### src/rtl/orv64_fp_wb_arb.sv
// FP regfile write-port arbiter: MA-stage writeback has priority, FDIV/FSQRT results queue in a small FIFO.
// Writes reach the regfile one cycle after selection; ll_resp_ready drops only when the result FIFO is full.
module orv64_fp_wb_arb #(
    parameter int DATA_W    = 64,
    parameter int BUF_DEPTH = 2,
    parameter int N_REG     = 32
) (
    input  logic                       clk,
    input  logic                       rst,
    input  logic                       pipe_we,
    input  logic [$clog2(N_REG)-1:0]   pipe_addr,
    input  logic [DATA_W-1:0]          pipe_data,
    input  logic                       ll_issue_valid,
    input  logic [$clog2(N_REG)-1:0]   ll_issue_addr,
    input  logic                       ll_resp_valid,
    output logic                       ll_resp_ready,
    input  logic [$clog2(N_REG)-1:0]   ll_resp_addr,
    input  logic [DATA_W-1:0]          ll_resp_data,
    output logic                       rf_we,
    output logic [$clog2(N_REG)-1:0]   rf_wa,
    output logic [DATA_W-1:0]          rf_wd,
    output logic [N_REG-1:0]           busy_vec,
    output logic [$clog2(N_REG):0]     pend_cnt,
    output logic                       err_sticky
);
    localparam int AW   = $clog2(N_REG);
    localparam int PW   = $clog2(BUF_DEPTH);
    localparam int CW   = $clog2(BUF_DEPTH + 1);
    localparam int CNTW = AW + 1;

    logic [AW-1:0]     buf_addr [BUF_DEPTH];
    logic [DATA_W-1:0] buf_data [BUF_DEPTH];
    logic [PW-1:0]     rd_ptr;
    logic [PW-1:0]     wr_ptr;
    logic [CW-1:0]     occ;

    logic              fifo_empty;
    logic              fifo_full;
    logic              xfer;
    logic              push;
    logic              pop;
    logic              sel_we;
    logic [AW-1:0]     sel_wa;
    logic [DATA_W-1:0] sel_wd;
    logic              clr;
    logic [AW-1:0]     clr_addr;
    logic [N_REG-1:0]  busy_nxt;
    logic [CNTW-1:0]   cnt_nxt;
    logic              err_issue;
    logic              err_resp;
    logic              err_pipe;

    assign fifo_empty    = (occ == '0);
    assign fifo_full     = (occ == CW'(BUF_DEPTH));
    assign ll_resp_ready = !fifo_full;
    assign xfer          = ll_resp_valid & ll_resp_ready;

    always_comb begin
        sel_we   = 1'b0;
        sel_wa   = pipe_addr;
        sel_wd   = pipe_data;
        push     = 1'b0;
        pop      = 1'b0;
        clr      = 1'b0;
        clr_addr = ll_resp_addr;
        if (pipe_we) begin
            sel_we = 1'b1;
            push   = xfer;
        end else if (!fifo_empty) begin
            sel_we   = 1'b1;
            sel_wa   = buf_addr[rd_ptr];
            sel_wd   = buf_data[rd_ptr];
            pop      = 1'b1;
            push     = xfer;
            clr      = 1'b1;
            clr_addr = buf_addr[rd_ptr];
        end else if (xfer) begin
            // Empty FIFO: bypass straight to the write port.
            sel_we = 1'b1;
            sel_wa = ll_resp_addr;
            sel_wd = ll_resp_data;
            clr    = 1'b1;
        end
    end

    // A new issue to the register being retired this cycle reuses it, so set beats clear.
    always_comb begin
        busy_nxt = busy_vec;
        if (clr)
            busy_nxt[clr_addr] = 1'b0;
        if (ll_issue_valid)
            busy_nxt[ll_issue_addr] = 1'b1;
    end

    always_comb begin
        cnt_nxt = '0;
        for (int i = 0; i < N_REG; i++)
            cnt_nxt = cnt_nxt + {{(CNTW-1){1'b0}}, busy_nxt[i]};
    end

    assign err_issue = ll_issue_valid & busy_vec[ll_issue_addr]
                     & !(clr && (clr_addr == ll_issue_addr));
    assign err_resp  = xfer & !busy_vec[ll_resp_addr];
    assign err_pipe  = pipe_we & busy_vec[pipe_addr];

    always_ff @(posedge clk) begin
        if (!rst) begin
            rf_we      <= 1'b0;
            rf_wa      <= '0;
            rf_wd      <= '0;
            busy_vec   <= '0;
            pend_cnt   <= '0;
            err_sticky <= 1'b0;
            rd_ptr     <= '0;
            wr_ptr     <= '0;
            occ        <= '0;
        end else begin
            rf_we <= sel_we;
            if (sel_we) begin
                rf_wa <= sel_wa;
                rf_wd <= sel_wd;
            end
            busy_vec   <= busy_nxt;
            pend_cnt   <= cnt_nxt;
            err_sticky <= err_sticky | err_issue | err_resp | err_pipe;
            if (push)
                wr_ptr <= wr_ptr + 1'b1;
            if (pop)
                rd_ptr <= rd_ptr + 1'b1;
            occ <= occ + CW'(push) - CW'(pop);
        end
    end

    always_ff @(posedge clk) begin
        if (push) begin
            buf_addr[wr_ptr] <= ll_resp_addr;
            buf_data[wr_ptr] <= ll_resp_data;
        end
    end

endmodule

### config.mk
export PLATFORM = sky130hd
export DESIGN_NAME = orv64_fp_wb_arb
export DESIGN_NICKNAME = d
export VERILOG_FILES = /design/src/rtl/orv64_fp_wb_arb.sv
export SDC_FILE = /design/constraint.sdc
export NUM_CORES = 1
export LEC_CHECK = 0
export BUFFER_PORTS_ARGS = -buffer_cell sky130_fd_sc_hd__buf_2
export CAP_MARGIN = 20
export CORE_ASPECT_RATIO = 1.2
export CORE_MARGIN = 2
export CORE_UTILIZATION = 45
export DETAILED_ROUTE_END_ITERATION = 7
export GPL_ROUTABILITY_DRIVEN = 1
export PLACE_DENSITY = 0.73
export SKIP_CTS_REPAIR_TIMING = 1
export SYNTH_ARGS = -nofsm -noshare
export SYNTH_HDL_FRONTEND = slang
export SYNTH_SLANG_ARGS = --single-unit
### constraint.sdc
create_clock -name clk -period 9.7 [get_ports clk]
set_clock_uncertainty 0.15 [all_clocks]
set_input_delay 1.94 -clock clk [delete_from_list [all_inputs] [get_ports clk]]
set_output_delay 1.94 -clock clk [all_outputs]
set_load 0.01 [all_outputs]
==> metrics <==
Worst Max-Slew Pin Slew=approximately 1100 ps; GRT Total Usage=0.217; EDFF count, synth=~140; Root Buffer=clkbuf_16; die height=about 190 um; commonest non-fill, non-tap cell in the layout=buf_2; footprint of the multi-input gates=5520 um2; Startpoint Class=primary input; CP Cell Sequence=buf_4 -> o21ba_1 -> mux2i_1 -> nand3_1 -> o21ai_0 -> o21ai_0 -> fa_1 -> inv_1 -> fa_1 -> fa_1 -> inv_1 -> fa_1 -> fa_1 -> fa_1 -> ha_1 -> inv_1 -> fa_1 -> inv_1 -> a21o_1 -> a21oi_1 -> xnor2_1 -> and2_1; WP depth=22; H-Tree Depth=1; Final Core Density=0.543; die area=between 20000 and 30000 um2; Clock transition at path regs=approximately 60 ps; fmax=0.127 GHz; status=finished clean; I/O pins=approximately 260; RSZ-0062 raised after global routing=false; vias in the first global route=9152; Layout Nets=roughly 1500; Clock Latency Late Sink=between 500 and 600 ps; routed via count=roughly 9300; Avg Inst Size Synth=approximately 12 um2; Worst R2R Setup Slack=approximately 2900 ps; fill count=roughly 2400; largest stage delay on the critical path=640 ps; CTS tree=built; post-detailed-route wirelength per cell=roughly 20 um; ANT cells=0; Crit Path Max Fanout=10; largest family of logic cells by synthesized area=compound AO/OA/AOI/OAI gates; PwrDens=~210 nW/um2; Remaining Overflow, GRT=0; fraction of layout cells with a size suffix above 1=0.267; initial antenna violation count=1; gp weighted congestion=between 0.8 and 0.9; WS Path Type=in -> reg; vias per inst=approximately 5.7; Bufs on Longest Clock Path=3; reg2reg end=pend_cnt[4]; Slew Limit Fails=0; IO Port Bufs=between 200 and 300; met3 usage=0.0354; post-synthesis compound-gate area fraction=0.154; mux cell area share after synthesis=0.115; DRC=0; Synth-to-Final Area Change=18.8%; met2 Usage GRT=0.376; Num CTS Buffers=26; CP arrival=between 8000 and 9000 ps; capture point of the worst path=pend_cnt[4]; Leak=around 0.0059 uW; Storage cell area=6430 um2; crit path buf inv count=5; Post-Synthesis Cell Area=12400 um2; GRT met1 Usage=0.271; Antenna Nets Post-Route=0; TritonCTS sink count=around 250; sequential share of the synthesized area=0.520; adder-cell area share of the yosys netlist=0.0480; TritonRoute pass-1 iters=5; Die W=~160 um; HPWL after DPL=approximately 22000 um; CP required=9960 ps; fin area=roughly 15000 um2; Rows=66; Async SR Flop Fraction=0; cell family with most CP delay=adder cells; top_reg_cell synth=edfxtp_1; Hold Fails Final Rpt=0; global-route wire length before repair=about 50000 um; Tcrit/Tclk final=0.812; final setup TNS=0 ps; worst vdd ir=between 0.1 and 0.15 mV; final setup violation count=0; Slew HR=0.289; hold crit path type=reg -> reg; most frequent cells in the layout=buf_2, nor2b_1, edfxtp_1, a211oi_1, dfxtp_1; xor/xnor share of the synthesized area=0.00991; R2R cell count=21; Total Power=approximately 3100 uW; max cap viols=0; crit path from=pipe_we; slowest CP cell=o21ba_1; Initial DRC Count=569; Yosys reg bits=between 200 and 300; Netlist cell types=49; most frequent CP cell=fa_1; Syn Inst Count=approximately 1100; Synth Net Count=roughly 1200; WL final=32400 um; gr busiest metal=met2; largest net degree at the start of global routing=between 100 and 150; CP endpoint kind=flip-flop; share of synthesized cell area in and, or, nand and nor gates=0.117; fin crit period=between 7000 and 8000 ps; core area=approximately 27000 um2; DP Area=between 10000 and 15000 um2; total number of yosys warnings=0; Starting Density=0.457
worst reg2reg max path, stage by stage, from the launching register on:
cell      delay, ps
dfxtp_4         740
mux2i_1         520
a21o_1          230
nand3b_1        310
o21ai_0         250
o21ai_0         170
fa_1            570
inv_1            70
fa_1            500
fa_1            530
inv_1            60
fa_1            530
fa_1            440
fa_1            510
ha_1            180
inv_1            60
fa_1            390
inv_1            70
a21o_1          100
a21oi_1          70
xnor2_1         120
and2_1          150
sequential cells by signal (all words and copies together) (netlist names), named ones only:
signal and cells:
buf_data 128, rf_wd 64, busy_vec 32, buf_addr 10, pend_cnt 6, rf_wa 5, occ 2, err_sticky 1
rd_ptr 1, rf_we 1, wr_ptr 1
cells in the mapped netlist (15+ instances only):
library cell  instances  area [um2]
mux4_2               16         360
a211oi_1            133         998
fa_1                 24         480
dfxtp_1             114        2280
buf_2                15        75.1
and2_1               26         163
edfxtp_1            138        4140
inv_1                30         113
clkbuf_1             47         176
o21ai_0              40         200
o21a_1               15         113
nor2b_1             153         957
a21oi_1              74         370
mux2i_1              91         911
layout make-up:
type	instances	share of cell area
Clock inverter	16	0.00800
Inverter	30	0.00766
Tap cell	340	0.0289
Sequential cell	252	0.437
Clock buffer	32	0.0501
Timing Repair Buffer	266	0.0924
Multi-Input combinational cell	695	0.375
metal layers:
layer,vias up,part of all wire,wire length (um)
met4,0,0.038,1240
met3,87,0.058,1880
met5,-,0,0
met1,4516,0.41,13300
li1,4343,-,-
met2,338,0.49,16000
worst min path at each step:
stage | end | slack [ps] | from | cells past startpoint
floorplan | wr_ptr | 400 | wr_ptr | 2
global placement | flip-flop | 410 | rd_ptr | 2
detailed placement | flip-flop | 420 | rd_ptr | 2
CTS | flip-flop | 430 | rd_ptr | 2
global route | flip-flop | 450 | rd_ptr | 2
finish | flip-flop | 420 | rd_ptr | 2
metrics by stage:
step / instances / setup WS, ps / hold WS [ps]
3_5_place_dp: 1583 / 1320 / 415
4_1_cts: 1631 / 1830 / 426
2_1_floorplan: 1056 / 2190 / 400
6_report: 1631 / 1820 / 423
3_3_place_gp: 1583 / 1400 / 411
5_1_grt: 1631 / 1490 / 451
power breakdown:
| group | internal (uW) | switching (uW) | total, uW |
|---|---|---|---|
| Sequential | 1260 | 70.3 | 1330 |
| Combinational | 316 | 502 | 818 |
| Clock | 567 | 420 | 987 |
logic make-up (layout without fill, tap and decap cells):
family / count (synthesis) / count (layout)
and+or+nand+nor: 234 / 234
buffers and inverters: 109 / 344
muxes: 118 / 118
DFF: 252 / 252
AOI/OAI and AO/OA: 296 / 296
xor gates and xnor gates: 14 / 14
adders and majority gates: 33 / 33
Power figures use the tool's default switching activity.
